**src/rtl/mkmif_arb_if.sv**
```systemverilog
// mkmif_arb_if: requester ports A/B and the mkmif_core command/status bundle.
// The arbiter connects through the slave modport; requesters and core use master.
interface mkmif_arb_if;
    localparam int unsigned ADDR_W = 11;
    localparam int unsigned DATA_W = 32;

    logic              a_req;
    logic              a_we;
    logic [ADDR_W-1:0] a_addr;
    logic [DATA_W-1:0] a_wdata;
    logic              a_ack;
    logic              a_err;
    logic [DATA_W-1:0] a_rdata;

    logic              b_req;
    logic              b_we;
    logic [ADDR_W-1:0] b_addr;
    logic [DATA_W-1:0] b_wdata;
    logic              b_ack;
    logic              b_err;
    logic [DATA_W-1:0] b_rdata;

    logic              core_write_op;
    logic              core_read_op;
    logic [ADDR_W-1:0] core_addr;
    logic [DATA_W-1:0] core_write_data;
    logic              core_ready;
    logic              core_valid;
    logic [DATA_W-1:0] core_read_data;

    modport slave (
        input  a_req, a_we, a_addr, a_wdata,
        output a_ack, a_err, a_rdata,
        input  b_req, b_we, b_addr, b_wdata,
        output b_ack, b_err, b_rdata,
        output core_write_op, core_read_op, core_addr, core_write_data,
        input  core_ready, core_valid, core_read_data
    );

    modport master (
        output a_req, a_we, a_addr, a_wdata,
        input  a_ack, a_err, a_rdata,
        output b_req, b_we, b_addr, b_wdata,
        input  b_ack, b_err, b_rdata,
        input  core_write_op, core_read_op, core_addr, core_write_data,
        output core_ready, core_valid, core_read_data
    );
endinterface

```
**src/rtl/mkmif_arb.sv**
```systemverilog
// mkmif_arb: two-port round-robin arbiter and transaction sequencer for mkmif_core.
// Define MKMIF_ARB_TIMEOUT_EN to add a per-transaction watchdog of TIMEOUT_CYCLES clocks.
module mkmif_arb #(
    parameter int unsigned TIMEOUT_CYCLES = 65535
) (
    input  logic       clk,
    input  logic       reset,
    mkmif_arb_if.slave bus
);
    localparam int unsigned ADDR_W = 11;
    localparam int unsigned DATA_W = 32;
    localparam int unsigned CNT_W  = 16;

    localparam logic [2:0] IDLE       = 3'd0;
    localparam logic [2:0] ISSUE      = 3'd1;
    localparam logic [2:0] WAIT_START = 3'd2;
    localparam logic [2:0] WAIT_DONE  = 3'd3;
    localparam logic [2:0] DONE       = 3'd4;

    localparam logic PORT_A = 1'b0;
    localparam logic PORT_B = 1'b1;

    logic [2:0]        state;
    logic [2:0]        state_next;
    logic              last_grant;
    logic              cur_port;
    logic              cur_we;

    logic              win_port_c;
    logic              win_we_c;
    logic [ADDR_W-1:0] win_addr_c;
    logic [DATA_W-1:0] win_wdata_c;
    logic              grant_c;
    logic              finish_c;
    logic              fail_c;
    logic              capture_c;
    logic              tmo_hit_c;
    logic              tmo_block_c;

    // Round-robin pick: a lone requester wins, a tie goes to the port not served last.
    always_comb begin
        win_port_c = PORT_A;
        if (bus.a_req && bus.b_req) begin
            win_port_c = ~last_grant;
        end else if (bus.b_req) begin
            win_port_c = PORT_B;
        end
        win_we_c    = (win_port_c == PORT_B) ? bus.b_we    : bus.a_we;
        win_addr_c  = (win_port_c == PORT_B) ? bus.b_addr  : bus.a_addr;
        win_wdata_c = (win_port_c == PORT_B) ? bus.b_wdata : bus.a_wdata;
    end

    // Next-state and per-cycle event decode.
    always_comb begin
        state_next = state;
        grant_c    = 1'b0;
        finish_c   = 1'b0;
        fail_c     = 1'b0;
        capture_c  = 1'b0;
        case (state)
            IDLE: begin
                if (bus.core_ready && !tmo_block_c && (bus.a_req || bus.b_req)) begin
                    grant_c    = 1'b1;
                    state_next = ISSUE;
                end
            end
            ISSUE: begin
                state_next = WAIT_START;
            end
            WAIT_START: begin
                if (tmo_hit_c) begin
                    finish_c   = 1'b1;
                    fail_c     = 1'b1;
                    state_next = DONE;
                end else if (!bus.core_ready) begin
                    state_next = WAIT_DONE;
                end
            end
            WAIT_DONE: begin
                if (bus.core_ready) begin
                    finish_c   = 1'b1;
                    fail_c     = !cur_we && !bus.core_valid;
                    capture_c  = !cur_we;
                    state_next = DONE;
                end else if (tmo_hit_c) begin
                    finish_c   = 1'b1;
                    fail_c     = 1'b1;
                    state_next = DONE;
                end
            end
            DONE: begin
                state_next = IDLE;
            end
            default: begin
                state_next = IDLE;
            end
        endcase
    end

    // State, latched transaction fields and registered outputs.
    always_ff @(posedge clk) begin
        if (reset) begin
            state               <= IDLE;
            last_grant          <= PORT_B;
            cur_port            <= PORT_A;
            cur_we              <= 1'b0;
            bus.a_ack           <= 1'b0;
            bus.b_ack           <= 1'b0;
            bus.a_err           <= 1'b0;
            bus.b_err           <= 1'b0;
            bus.a_rdata         <= '0;
            bus.b_rdata         <= '0;
            bus.core_write_op   <= 1'b0;
            bus.core_read_op    <= 1'b0;
            bus.core_addr       <= '0;
            bus.core_write_data <= '0;
        end else begin
            state             <= state_next;
            bus.core_write_op <= grant_c && win_we_c;
            bus.core_read_op  <= grant_c && !win_we_c;
            bus.a_ack         <= finish_c && (cur_port == PORT_A);
            bus.b_ack         <= finish_c && (cur_port == PORT_B);
            bus.a_err         <= fail_c && (cur_port == PORT_A);
            bus.b_err         <= fail_c && (cur_port == PORT_B);
            if (grant_c) begin
                cur_port            <= win_port_c;
                cur_we              <= win_we_c;
                bus.core_addr       <= win_addr_c;
                bus.core_write_data <= win_wdata_c;
            end
            if (capture_c && (cur_port == PORT_A)) begin
                bus.a_rdata <= bus.core_read_data;
            end
            if (capture_c && (cur_port == PORT_B)) begin
                bus.b_rdata <= bus.core_read_data;
            end
            if (state == DONE) begin
                last_grant <= cur_port;
            end
        end
    end

`ifdef MKMIF_ARB_TIMEOUT_EN
    logic [CNT_W-1:0] tmo_cnt;
    logic             tmo_block;
    logic             tmo_fire_c;

    // Fires on the edge where the wait count would reach TIMEOUT_CYCLES.
    assign tmo_hit_c   = (tmo_cnt == CNT_W'(TIMEOUT_CYCLES - 1));
    assign tmo_fire_c  = tmo_hit_c &&
                         ((state == WAIT_START) || ((state == WAIT_DONE) && !bus.core_ready));
    assign tmo_block_c = tmo_block;

    // After an abandoned command, hold off granting until the core reports ready in IDLE.
    always_ff @(posedge clk) begin
        if (reset) begin
            tmo_cnt   <= '0;
            tmo_block <= 1'b0;
        end else begin
            if (state == ISSUE) begin
                tmo_cnt <= '0;
            end else if ((state == WAIT_START) || (state == WAIT_DONE)) begin
                tmo_cnt <= tmo_cnt + CNT_W'(1);
            end
            if (tmo_fire_c) begin
                tmo_block <= 1'b1;
            end else if ((state == IDLE) && bus.core_ready) begin
                tmo_block <= 1'b0;
            end
        end
    end
`else
    logic unused_timeout;

    assign tmo_hit_c      = 1'b0;
    assign tmo_block_c    = 1'b0;
    assign unused_timeout = ^CNT_W'(TIMEOUT_CYCLES);
`endif

endmodule

```
**src/flat_wrapper.sv**
```systemverilog
// flat-port wrapper written by rule: the top's interface ports become plain ports
module mkmif_arb_flat 
#(
    parameter int unsigned TIMEOUT_CYCLES = 65535
)
  (clk, reset, bus_a_req, bus_a_we, bus_a_addr, bus_a_wdata, bus_a_ack, bus_a_err, bus_a_rdata, bus_b_req, bus_b_we, bus_b_addr, bus_b_wdata, bus_b_ack, bus_b_err, bus_b_rdata, bus_core_write_op, bus_core_read_op, bus_core_addr, bus_core_write_data, bus_core_ready, bus_core_valid, bus_core_read_data);
  mkmif_arb_if bus_i ();
  input  logic clk;
  input  logic reset;
  input wire logic [$bits(bus_i.a_req)-1:0] bus_a_req;
  input wire logic [$bits(bus_i.a_we)-1:0] bus_a_we;
  input wire logic [$bits(bus_i.a_addr)-1:0] bus_a_addr;
  input wire logic [$bits(bus_i.a_wdata)-1:0] bus_a_wdata;
  output wire logic [$bits(bus_i.a_ack)-1:0] bus_a_ack;
  output wire logic [$bits(bus_i.a_err)-1:0] bus_a_err;
  output wire logic [$bits(bus_i.a_rdata)-1:0] bus_a_rdata;
  input wire logic [$bits(bus_i.b_req)-1:0] bus_b_req;
  input wire logic [$bits(bus_i.b_we)-1:0] bus_b_we;
  input wire logic [$bits(bus_i.b_addr)-1:0] bus_b_addr;
  input wire logic [$bits(bus_i.b_wdata)-1:0] bus_b_wdata;
  output wire logic [$bits(bus_i.b_ack)-1:0] bus_b_ack;
  output wire logic [$bits(bus_i.b_err)-1:0] bus_b_err;
  output wire logic [$bits(bus_i.b_rdata)-1:0] bus_b_rdata;
  output wire logic [$bits(bus_i.core_write_op)-1:0] bus_core_write_op;
  output wire logic [$bits(bus_i.core_read_op)-1:0] bus_core_read_op;
  output wire logic [$bits(bus_i.core_addr)-1:0] bus_core_addr;
  output wire logic [$bits(bus_i.core_write_data)-1:0] bus_core_write_data;
  input wire logic [$bits(bus_i.core_ready)-1:0] bus_core_ready;
  input wire logic [$bits(bus_i.core_valid)-1:0] bus_core_valid;
  input wire logic [$bits(bus_i.core_read_data)-1:0] bus_core_read_data;
  assign bus_i.a_req = bus_a_req;
  assign bus_i.a_we = bus_a_we;
  assign bus_i.a_addr = bus_a_addr;
  assign bus_i.a_wdata = bus_a_wdata;
  assign bus_a_ack = bus_i.a_ack;
  assign bus_a_err = bus_i.a_err;
  assign bus_a_rdata = bus_i.a_rdata;
  assign bus_i.b_req = bus_b_req;
  assign bus_i.b_we = bus_b_we;
  assign bus_i.b_addr = bus_b_addr;
  assign bus_i.b_wdata = bus_b_wdata;
  assign bus_b_ack = bus_i.b_ack;
  assign bus_b_err = bus_i.b_err;
  assign bus_b_rdata = bus_i.b_rdata;
  assign bus_core_write_op = bus_i.core_write_op;
  assign bus_core_read_op = bus_i.core_read_op;
  assign bus_core_addr = bus_i.core_addr;
  assign bus_core_write_data = bus_i.core_write_data;
  assign bus_i.core_ready = bus_core_ready;
  assign bus_i.core_valid = bus_core_valid;
  assign bus_i.core_read_data = bus_core_read_data;
  mkmif_arb #(.TIMEOUT_CYCLES(TIMEOUT_CYCLES)) u_core (.clk(clk), .reset(reset), .bus(bus_i));
endmodule
```
**config.mk**
```make
export PLATFORM = sky130hd
export DESIGN_NAME = mkmif_arb_flat
export DESIGN_NICKNAME = d
export VERILOG_FILES = /design/src/rtl/mkmif_arb_if.sv /design/src/rtl/mkmif_arb.sv /design/src/flat_wrapper.sv
export SDC_FILE = /design/constraint.sdc
export NUM_CORES = 1
export LEC_CHECK = 0
export BUFFER_PORTS_ARGS = -buffer_cell sky130_fd_sc_hd__clkbuf_2
export CAP_MARGIN = 40
export CORE_MARGIN = 5
export CORE_UTILIZATION = 49
export CTS_BUF_LIST = sky130_fd_sc_hd__clkbuf_2 sky130_fd_sc_hd__clkbuf_4 sky130_fd_sc_hd__clkbuf_8
export DETAILED_ROUTE_END_ITERATION = 12
export GPL_TIMING_DRIVEN = 0
export PLACE_DENSITY = 0.92
export SLEW_MARGIN = 0
export SYNTH_ARGS = -nofsm -noshare
export SYNTH_HDL_FRONTEND = slang
export SYNTH_SLANG_ARGS = --single-unit
```
**constraint.sdc**
```tcl
create_clock -name clk -period 2 [get_ports clk]
set_clock_uncertainty 0.2 [all_clocks]
set_input_delay 0.1 -clock clk [delete_from_list [all_inputs] [get_ports clk]]
set_output_delay 0.1 -clock clk [all_outputs]
set_load 0.005 [all_outputs]
```
==> results of run 1 <==
## metrics by stage
step | power [mW] | setup slack (ns) | instances
floorplan | 3.06 | 0.503 | 531
global placement | 3.39 | 0.365 | 904
detailed placement | 3.41 | 0.309 | 904
CTS | 5.97 | 0.0604 | 1064
global route | 6.27 | 0.00258 | 1065
finish | 6.10 | 0.0225 | 1065
## cell type report
class	instances	share of cell area, %
well taps	136	2.03
repair buffers	366	29.6
multi-input cells	363	30.6
diodes	1	0.0299
plain buffers	49	4.05
clock inverters	9	1.78
clock buffers	22	3.39
flip-flops and latches	119	28.5
## state kept, by name, indices dropped and copies added (netlist names), 3 cells and up
register,count
u_core.bus.core_write_data,32
u_core.bus.core_addr,11
u_core.bus.a_rdata,32
u_core.bus.b_rdata,32
u_core.state,3
## worst paths after layout
| path | from | end | slack [ns] |
|---|---|---|---|
| setup / recovery | u_core.last_grant | u_core.bus.core_addr[6] | 0.02 |
| hold / removal | bus_a_req | u_core.bus.core_write_data[1] | 0.14 |
| setup reg to reg | u_core.last_grant | u_core.bus.core_addr[6] | 0.02 |
| hold reg to reg | u_core.bus.b_rdata[30] | u_core.bus.b_rdata[30] | 0.28 |
## cell usage in the layout, fill, tap and decap left out, types with 11 or more instances in the layout
master / Yosys / final
a21oi_1: 46 / 46
a311oi_1: 13 / 13
a311oi_2: 30 / 30
dlygate4sd3_1: 0 / 129
nand2b_1: 96 / 96
nand2_1: 87 / 87
clkbuf_8: 0 / 19
dfxtp_1: 119 / 119
buf_2: 18 / 18
clkbuf_2: 0 / 238
mux2i_1: 65 / 65
clkbuf_1: 13 / 12
buf_6: 11 / 11
## logic make-up (layout without fill, tap and decap cells)
| group | Yosys count | after routing | synth area share [%] |
|---|---|---|---|
| compound gates | 96 | 96 | 16.3 |
| buf+inv | 49 | 446 | 6.40 |
| flops | 119 | 119 | 45.2 |
| mux | 65 | 65 | 12.3 |
| other cells | 0 | 1 | 0 |
| simple gates | 202 | 202 | 19.8 |
## critical path, delay by kind of cell, from the launching register on
| family | cells | cell delay, ns |
|---|---|---|
| DFF | 1 | 0.35 |
| AOI/OAI and AO/OA | 2 | 0.62 |
| buffers and inverters | 1 | 0.58 |
| and+or+nand+nor | 1 | 0.13 |
## per-layer routing
metal | vias up | GRT usage, % | wire length [um]
li1 | 2618 | - | -
met1 | 2804 | 38.5 | 8090
met2 | 490 | 58.9 | 10700
met3 | 121 | 11.2 | 2630
met4 | 0 | 18.1 | 1110
met5 | - | 0 | 0
## power breakdown
part / switching [mW] / leakage, nW / internal (mW)
registers: 0.0757 / 0.968 / 2.47
logic: 0.567 / 2.67 / 0.553
clock network: 0.979 / 0.227 / 1.45
total: 1.62 / 3.87 / 4.48
## timing repair
action                     CTS  global route
buffers inserted             0             0
hold buffers               129             0
hold endpoints to repair   117             0
setup endpoints to repair    0             6
resized for setup            0             3
==> results.md, run 1 <==
- Status: finished clean
- Ranking of synthesized cells by area: dfxtp_1 45%, mux2i_1 12%, nand2b_1 11%, a311oi_2 8.5%, nand2_1 6.2%
- Count of final hold-check violations: 0
- Number of synthesized flops with an enable pin: 0
- Port Buffers: approximately 240
- Std cell rows: 37
- Syn. warnings: 0
- Setup TNS Final: 0 ns
- Nets@finish: 1042
- Vias in the first global route: 6488
- Syn_nets: 657
- Post-Synthesis Cell Area: 5280 um2
- Final core utilization: around four fifths
- CTS Buf Count: 17
- Sink count of the clock tree: around 120
- Largest net degree at the start of global routing: 17
- Dpl cell area: roughly 6600 um2
- Dpl hpwl: 11.9 mm
- CP cell instances: a21boi_4, nand2_1, dlygate4sd3_1, a311oi_1
- DR WL/cell: 21.2 um
- Grt total ovfl: 0
- Power Density: 729 nW/um2
- Routed wire length: ~23 mm
- Final period util: 98.9%
- CP endpoint kind: flip-flop
- Hold path depth: 5
- Max-cap viol count: 0
- Tot GR Track Use: 34.6%
- Syn Area/Cell: 9.94 um2
- Sequential area share after synthesis: 45.2%
- Die Y-Extent: 114 um
- R2R depth: 4
- Area of the multi-input gates: 2560 um2
- Max Transition Viols Final: 0
- Maximum clock rate: 0.506 GHz
- Hold Path Class: in2reg
- H-tree depth: 4
- Die W: 114 um
- Data arrival, critical path: 2.10 ns
- Clock buffer depth: 2
- CP Class: reg2reg
- Vias per cell: 5.66
- I/O Pins: 239
- Drt drc: 0
- Top cells by count, synth: 119 x dfxtp_1, 96 x nand2b_1, 87 x nand2_1
- Die area: 12900 um2
- Critical Path Slowest Stage Cell: dlygate4sd3_1
- Layout filler cell count: ~570
- CP startpoint kind: flip-flop
- Clk Latency, worst-skew pair: roughly 0.42 ns
- Hold slack: between 0.1 and 0.15 ns
- Initial Utilization: between 50% and 60%
- Initial antenna violation count: 1
- Root Buffer: clkbuf_8
- Via count: slightly above 6000
- Mapped Cells: 531
- Drt first pass iters: 7
- Most common cell in the netlist: dfxtp_1
- Area Growth Syn to Fin: 58.6%
- Initial drt markers: 669
- Register area: ~2400 um2
- Largest stage delay on the critical path: about 0.58 ns
- Layout cells sized above 1: approximately 37%
- # setup viols final: 0
- IR drop worst, VDD: ~480 uV
- Yosys top cell area share: 45.2%
- Remaining antenna violation count: 0
- Worst-margin pin slew: 0.528 ns
- GPL Wtd Cong: 0.846
- Leakage power: between 3 and 4 nW
- CTS clk-pin slew, worst paths: 0.08 ns
- Min Tclk post-route: 1.98 ns
- Top cell type by total area after synthesis: dfxtp_1
- First-pass GRT wire length: 35.2 mm
- Core area: around 10000 um2
- Unique masters post-synth: 28
- Worst EP required: approximately 2.1 ns
- Rel. slew slack: between 60% and 70%
- Async SR Flop Fraction: 0%
- CP max FO: 8
- CTS tree: done
- Main synth FF type: dfxtp_1
- Layout Cell Area excl Fill: about 8400 um2
- Yosys reg bits: 119
- Unrepaired setup endpoints after global routing: false
Power figures use the tool's default switching activity.
==> inputs of run 2 (changes only) <==
--- a/config.mk
+++ b/config.mk
@@ -5,10 +5,13 @@
 export SDC_FILE = /design/constraint.sdc
 export NUM_CORES = 1
 export LEC_CHECK = 0
+export ABC_AREA = 1
 export BUFFER_PORTS_ARGS = -buffer_cell sky130_fd_sc_hd__clkbuf_2
 export CAP_MARGIN = 40
+export CELL_PAD_IN_SITES_DETAIL_PLACEMENT = 0
+export CELL_PAD_IN_SITES_GLOBAL_PLACEMENT = 1
 export CORE_MARGIN = 5
-export CORE_UTILIZATION = 49
+export CORE_UTILIZATION = 33
 export CTS_BUF_LIST = sky130_fd_sc_hd__clkbuf_2 sky130_fd_sc_hd__clkbuf_4 sky130_fd_sc_hd__clkbuf_8
 export DETAILED_ROUTE_END_ITERATION = 12
 export GPL_TIMING_DRIVEN = 0
==> results.md, run 2 <==
- Max Transition Viols Final: 0 (unchanged)
- Flop pwr share: 45.9% (was 41.8%)
- Tot GR Track Use: 21.9% (was 34.6%)
- Clock share of power: 33.6% (was 39.9%)
- # setup viols final: 0 (unchanged)
- Max-cap viol count: 0 (unchanged)
- Mapped Cells: 685 (was 531)
- CP endpoint kind: flip-flop (unchanged)
- Rel. slew slack: 59.9% (was 64.8%)
- Die area: 17700 um2 (was 12900 um2)
- Clk Latency, worst-skew pair: 0.43 ns (was 0.42 ns)
- Delay-heaviest family, CP: buffers and inverters (was compound AO/OA/AOI/OAI gates)
- Largest stage delay on the critical path: 0.53 ns (was 0.58 ns)
- Placed cell count: 1110 (was 904)
- Post-Synthesis Cell Area: 5000 um2 (was 5280 um2)
- Unique masters post-synth: 20 (was 28)
- Maximum clock rate: 0.546 GHz (was 0.506 GHz)
- Total power: 5.58 mW (was 6.10 mW)
- Area Growth Syn to Fin: 59.9% (was 58.6%)
- Top cells by count, synth: 250 x nand2_1, 119 x dfxtp_1, 94 x nand3_1 (was 119 x dfxtp_1, 96 x nand2b_1, 87 x nand2_1)
- Critical Path Slowest Stage Cell: dlygate4sd3_1 (unchanged)
- CP startpoint kind: input pin (was flip-flop)
- Initial drt markers: 289 (was 669)
- Cts repair resizes: 0 (unchanged)
- P_sw: 1.59 mW (was 1.62 mW)
- Ranking of synthesized cells by area: dfxtp_1 48%, nand2_1 19%, nand3_1 9.4%, nand4_1 8.1%, a21oi_1 6.4% (was dfxtp_1 45%, mux2i_1 12%, nand2b_1 11%, a311oi_2 8.5%, nand2_1 6.2%)
- I/O Pins: 239 (unchanged)
- Drt first pass iters: 4 (was 7)
- Dpl hpwl: 13.5 mm (was 11.9 mm)
- Worst reg2reg setup slack: 0.18 ns (was 0.02 ns)
- Worst EP required: 2.18 ns (was 2.12 ns)
- Routed wire length: 19.7 mm (was 22.6 mm)
- Yosys top cell area share: 47.7% (was 45.2%)
- Layout cells sized above 1: 29.2% (was 36.5%)
- CTS tree: done (unchanged)
- Vias per cell: 4.90 (was 5.66)
- Core area: 15000 um2 (was 10400 um2)
- Largest net degree at the start of global routing: 17 (unchanged)
- CTS clk-pin slew, worst paths: 0.07 ns (was 0.08 ns)
- Commonest cells after routing, fill and taps aside: 250 x nand2_1, 237 x clkbuf_2, 124 x dlygate4sd3_1, 119 x dfxtp_1, 94 x nand3_1 (was 238 x clkbuf_2, 129 x dlygate4sd3_1, 119 x dfxtp_1, 96 x nand2b_1, 87 x nand2_1)
- Grt total ovfl: 0 (unchanged)
- CP Class: in2reg (was reg2reg)
- Worst-margin pin slew: 0.602 ns (was 0.528 ns)
- CP most frequent cell: nand2_1
- Ant. Diodes: 0 (was 1)
- Hold Path Class: in2reg (unchanged)
- Clock buffer depth: 2 (unchanged)
- Layout filler cell count: 1372 (was 568)
- Power Internal: 3.98 mW (was 4.48 mW)
- Most common cell in the netlist: nand2_1 (was dfxtp_1)
- Gate power share: 20.5% (was 18.4%)
- Initial antenna violation count: 0 (was 1)
- Via count: 6183 (was 6033)
- DR WL/cell: 15.6 um (was 21.2 um)
- Commonest non-fill, non-tap cell in the layout: nand2_1 (was clkbuf_2)
- Std cell rows: 45 (was 37)
- Min Tclk post-route: 1.83 ns (was 1.98 ns)
- Port Buffers: 237 (unchanged)
- Unrepaired setup endpoints after global routing: false (unchanged)
- Number of synthesized flops with an enable pin: 0 (unchanged)
- Power Density: 698 nW/um2 (was 729 nW/um2)
- First-pass GRT wire length: 31.5 mm (was 35.2 mm)
- Initial Utilization: 33.3% (was 50.7%)
- Drt drc: 0 (unchanged)
- Final period util: 91.6% (was 98.9%)
- IR drop worst, VDD: 353 uV (was 476 uV)
- Sw Ratio: 28.6% (was 26.6%)
- Non-Filler Instances: 1263 (was 1065)
- GPL Wtd Cong: 0.859 (was 0.846)
- Die W: 133 um (was 114 um)
- Syn_nets: 811 (was 657)
- Leakage power: 3.87 nW (about the same)
- Layout Cell Area excl Fill: 7990 um2 (was 8370 um2)
- Buf/Inv on CP: 4 (was 1)
- CP max FO: 10 (was 8)
- Yosys reg bits: 119 (unchanged)
- Status: finished clean (unchanged)
- Die Y-Extent: 133 um (was 114 um)
- Sequential area share after synthesis: 47.7% (was 45.2%)
- CP cell instances: dlygate4sd3_1, clkbuf_2, nand2_1, nand2_1, inv_2, buf_2, nand2_1, nand2_1, nand3_1, nand2_1 (was a21boi_4, nand2_1, dlygate4sd3_1, a311oi_1)
- Async SR Flop Fraction: 0% (unchanged)
- Biggest regs: u_core.bus.a_rdata x32, u_core.bus.b_rdata x32, u_core.bus.core_write_data x32 (unchanged)
- Vias in the first global route: 6243 (was 6488)
- CTS Buf Count: 17 (unchanged)
- Nets@finish: 1191 (was 1042)
- Top cell type by total area after synthesis: dfxtp_1 (unchanged)
- Data arrival, critical path: 2.01 ns (was 2.10 ns)
- Syn Area/Cell: 7.30 um2 (was 9.94 um2)
- Dpl cell area: 6420 um2 (was 6630 um2)
- Main synth FF type: dfxtp_1 (unchanged)
- Sink count of the clock tree: 119 (unchanged)
- Syn. warnings: 0 (unchanged)
- Count of final hold-check violations: 0 (unchanged)
- H-tree depth: 4 (unchanged)
- Root Buffer: clkbuf_8 (unchanged)
- Setup TNS Final: 0 ns (unchanged)
- Remaining antenna violation count: 0 (unchanged)
==> run 2: changes by cell type after synthesis, moves of 12 or more <==
cell | before | now
a21oi_1 | 46 | 64
a311oi_1 | 13 | 0
a311oi_2 | 30 | 0
buf_4 | 4 | 16
mux2i_1 | 65 | 0
nand2_1 | 87 | 250
nand2b_1 | 96 | 0
nand3_1 | 2 | 94
nand4_1 | 0 | 65
==> run 2: final timing paths <==
check                              start                       endpoint  depth (start not counted)
setup reg to reg       u_core.last_grant  u_core.bus.core_write_data[5]                          8
setup / recovery               bus_a_req  u_core.bus.core_write_data[5]                         10
hold / removal                 bus_b_req        u_core.bus.core_read_op                          7
hold reg to reg   u_core.bus.b_rdata[15]         u_core.bus.b_rdata[15]                          2
==> run 2: layer usage <==
layer	vias to the layer above	GRT usage (%)	share of wire, %
met4	0	7.91	2.4
met3	40	8.37	10
met5	-	0	0
met1	2760	25.5	41
met2	321	36.6	47
li1	3062	-	-
==> run 2: what timing repair did <==
| item | CTS | global route |
|---|---|---|
| hold buffers | 124 | 0 |
| endpoints found under the hold margin | 117 | 0 |
| buffers inserted | 0 | 0 |
==> run 2: worst reg2reg max path: cells and delay by family, from the launching register on <==
family / cells / cell delay (ns)
and+or+nand+nor: 6 / 0.73
DFF: 1 / 0.31
buffers and inverters: 2 / 0.54
==> run 2: cells by family (layout without fill, tap and decap cells) <==
family	Yosys count	after routing	share of synthesized area, %
flops	119	119	47.7
buf+inv	72	462	7.21
compound gates	68	68	6.91
simple gates	426	426	38.2
==> run 2: power groups by stage <==
stage / clock, mW / combinational [mW] / sequential, mW
5_1_grt: 2.04 / 1.25 / 2.57
3_3_place_gp: 0 / 0.937 / 2.61
3_5_place_dp: 0 / 0.934 / 2.61
6_report: 1.87 / 1.14 / 2.56
2_1_floorplan: 0 / 0.507 / 2.61
4_1_cts: 1.93 / 1.13 / 2.56
==> run 2: final cells by class <==
cell class	instances	area, um2	share of cell area, %
sequential	119	2380	29.8
clock inverter	5	25.0	0.313
inverter	11	43.8	0.548
buffer	61	317	3.96
clock buffer	24	305	3.82
timing repair buffer	361	2430	30.4
tap	188	235	2.94
multi-input combinational	494	2260	28.2
==> run 2: metrics by stage <==
stage	hold slack [ns]	util [%]	setup WS, ns
2_1_floorplan	-0.0207	-	0.671
5_1_grt	0.0813	53.2	0.0355
6_report	0.0525	53.2	0.168
3_5_place_dp	0.106	42.7	0.199
3_3_place_gp	0.104	42.7	0.192
4_1_cts	0.0242	53.2	0.183
==> inputs of run 3 (changes only) <==
--- a/config.mk
+++ b/config.mk
@@ -10,6 +10,7 @@
 export CAP_MARGIN = 40
 export CELL_PAD_IN_SITES_DETAIL_PLACEMENT = 0
 export CELL_PAD_IN_SITES_GLOBAL_PLACEMENT = 1
+export CORE_ASPECT_RATIO = 2
 export CORE_MARGIN = 5
 export CORE_UTILIZATION = 33
 export CTS_BUF_LIST = sky130_fd_sc_hd__clkbuf_2 sky130_fd_sc_hd__clkbuf_4 sky130_fd_sc_hd__clkbuf_8
==> results.md, run 3 (synthesis results as in run 2) <==
- Maximum clock rate: 0.521 GHz (was 0.546 GHz)
- Tot GR Track Use: 21.6% (was 21.9%)
- Layout Cell Area excl Fill: 8090 um2 (was 7990 um2)
- Min-Delay Endpoint: u_core.bus.core_addr[6] (was u_core.bus.core_read_op)
- CTS Buf Count: 17 (unchanged)
- Drt first pass iters: 5 (was 4)
- CP Class: in2reg (unchanged)
- CP endpoint kind: flip-flop (unchanged)
- Power Internal: 4.14 mW (was 3.98 mW)
- CTS tree: done (unchanged)
- IR drop worst, VDD: 377 uV (was 353 uV)
- Total power: 5.93 mW (was 5.58 mW)
- P_sw: 1.79 mW (was 1.59 mW)
- Final period util: 96.0% (was 91.6%)
- Unrepaired setup endpoints after global routing: false (unchanged)
- Crit Reg-Reg Startpoint: u_core.state[2] (was u_core.last_grant)
- Sink count of the clock tree: 119 (unchanged)
- Max-cap viol count: 0 (unchanged)
- Buf/Inv on CP: 4 (unchanged)
- Status: finished clean (unchanged)
- Die Y-Extent: 184 um (was 133 um)
- Dpl cell area: 6430 um2 (was 6420 um2)
- Commonest non-fill, non-tap cell in the layout: nand2_1 (unchanged)
- Critical Path Slowest Stage Cell: dlygate4sd3_1 (unchanged)
- Gate power share: 19.3% (was 20.5%)
- Root Buffer: clkbuf_8 (unchanged)
- Sw Ratio: 30.2% (was 28.6%)
- Final core utilization: 54.3% (was 53.2%)
- Initial Utilization: 33.6% (was 33.3%)
- Largest stage delay on the critical path: 0.57 ns (was 0.53 ns)
- R2r endpoint: u_core.bus.core_read_op (was u_core.bus.core_write_data[5])
- Worst reg2reg setup slack: 0.20 ns (was 0.18 ns)
- Delay-heaviest family, CP: buffers and inverters (unchanged)
- GPL Wtd Cong: 0.805 (was 0.859)
- Routed wire length: 19.3 mm (was 19.7 mm)
- Largest net degree at the start of global routing: 17 (unchanged)
- Post-CTS setup buffers: 0 (unchanged)
- R2R depth: 6 (was 8)
- Worst EP required: 2.17 ns (was 2.18 ns)
- # setup viols final: 0 (unchanged)
- Port Buffers: 237 (unchanged)
- I/O Pins: 239 (unchanged)
- Flop pwr share: 43.0% (was 45.9%)
- Register area: 2380 um2 (unchanged)
- Clock buffer depth: 2 (unchanged)
- Clock share of power: 37.7% (was 33.6%)
- Ant. Diodes: 0 (unchanged)
- Vias per cell: 4.84 (was 4.90)
- Remaining antenna violation count: 0 (unchanged)
- Die area: 17900 um2 (was 17700 um2)
- Dpl hpwl: 13.9 mm (was 13.5 mm)
- Setup TNS Final: 0 ns (unchanged)
- Initial antenna violation count: 0 (unchanged)
- Data arrival, critical path: 2.09 ns (was 2.01 ns)
- Leakage power: 3.89 nW (was 3.87 nW)
- Worst-margin pin slew: 0.537 ns (was 0.602 ns)
- Hold Path Class: in2reg (unchanged)
- Vias in the first global route: 6401 (was 6243)
- Clk Latency, worst-skew pair: 0.42 ns (was 0.43 ns)
- Area Growth Syn to Fin: 61.8% (was 59.9%)
- Max Transition Viols Final: 0 (unchanged)
- Die W: 97.0 um (was 133 um)
- Via count: 6164 (was 6183)
- CP startpoint kind: input pin (unchanged)
- CP max FO: 10 (unchanged)
- CTS clk-pin slew, worst paths: 0.08 ns (was 0.07 ns)
- Drt drc: 0 (unchanged)
- Area of the multi-input gates: 2260 um2 (about the same)
- Nets@finish: 1192 (was 1191)
- Rel. slew slack: 64.2% (was 59.9%)
- Std cell rows: 63 (was 45)
- Initial drt markers: 178 (was 289)
- Crit. Startpoint: bus_core_ready (was bus_a_req)
- Layout cells sized above 1: 29.5% (was 29.2%)
- H-tree depth: 4 (unchanged)
- Hold path depth: 7 (unchanged)
- Power Density: 734 nW/um2 (was 698 nW/um2)
- Critical path depth in cells: 9 (was 10)
- DR WL/cell: 15.2 um (was 15.6 um)
- Core area: 14900 um2 (was 15000 um2)
- Biggest regs: u_core.bus.a_rdata x32, u_core.bus.b_rdata x32, u_core.bus.core_write_data x32 (unchanged)
- CP cell instances: dlygate4sd3_1, clkbuf_2, inv_2, nor2_1, nand2_2, nor2_8, nand2_1, nor2_1, dlygate4sd3_1 (was dlygate4sd3_1, clkbuf_2, nand2_1, nand2_1, inv_2, buf_2, nand2_1, nand2_1, nand3_1, nand2_1)
- Min Tclk post-route: 1.92 ns (was 1.83 ns)
- Grt total ovfl: 0 (unchanged)
- Layout filler cell count: 1428 (was 1372)
- First-pass GRT wire length: 31.3 mm (was 31.5 mm)
- Placed cell count: 1117 (was 1110)
- Commonest cells after routing, fill and taps aside: 249 x nand2_1, 237 x clkbuf_2, 125 x dlygate4sd3_1, 119 x dfxtp_1, 94 x nand3_1 (was 250 x nand2_1, 237 x clkbuf_2, 124 x dlygate4sd3_1, 119 x dfxtp_1, 94 x nand3_1)
- Non-Filler Instances: 1274 (was 1263)
- Count of final hold-check violations: 0 (unchanged)
- Hold_sp: bus_a_req (was bus_b_req)
## run 3: area by class of cell
| class | count | share of cell area (%) |
|---|---|---|
| timing repair buffer | 362 | 30.1 |
| sequential | 119 | 29.5 |
| multi-input combinational | 494 | 27.9 |
| buffer | 61 | 3.91 |
| tap | 195 | 3.02 |
| clock buffer | 17 | 2.89 |
| clock inverter | 15 | 2.10 |
| inverter | 11 | 0.542 |
## run 3: per-stage QoR
stage / hold slack [ns] / setup WS, ns
floorplan: -0.0207 / 0.671
global placement: 0.0974 / 0.187
detailed placement: 0.0950 / 0.222
CTS: 0.0213 / 0.0608
global route: 0.0729 / 0.0487
finish: 0.0375 / 0.0794
## run 3: power by group through the flow
| stage | Sequential, mW | Combinational (mW) | Clock [mW] |
|---|---|---|---|
| detailed placement | 2.61 | 0.944 | 0 |
| CTS | 2.55 | 1.14 | 2.30 |
| global placement | 2.60 | 0.940 | 0 |
| finish | 2.55 | 1.14 | 2.24 |
| floorplan | 2.61 | 0.507 | 0 |
| global route | 2.56 | 1.27 | 2.41 |
## run 3: how the worst max path moves through the flow
stage / endpoint / slack, ns
2_1_floorplan: u_core.bus.b_rdata[24] / 0.67
3_3_place_gp: u_core.bus.core_addr[5] / 0.19
3_5_place_dp: u_core.bus.core_write_data[29] / 0.22
4_1_cts: u_core.bus.core_addr[7] / 0.06
5_1_grt: u_core.bus.core_read_op / 0.05
6_report: u_core.bus.core_read_op / 0.08
## run 3: worst reg2reg max path, stage by stage (launching register included)
cell	delay (ns)
dfxtp_1	0.37
inv_2	0.09
nand2_2	0.09
nor2_8	0.22
nand2_1	0.11
nor2_1	0.11
dlygate4sd3_1	0.56
## run 3: what timing repair did
action                     CTS  global route
hold endpoints to repair   117             0
hold buffers               125             0
gates resized for setup      0             1
setup endpoints to repair    0             4
## run 3: routing by layer
metal	part of all wire, %	wire length [um]	GRT usage, %	vias up
met4	4.1	785	11.8	0
met5	0	0	0	-
met3	6.2	1190	5.62	61
li1	-	-	-	3066
met1	34	6500	20.0	2791
met2	56	10800	42.2	246
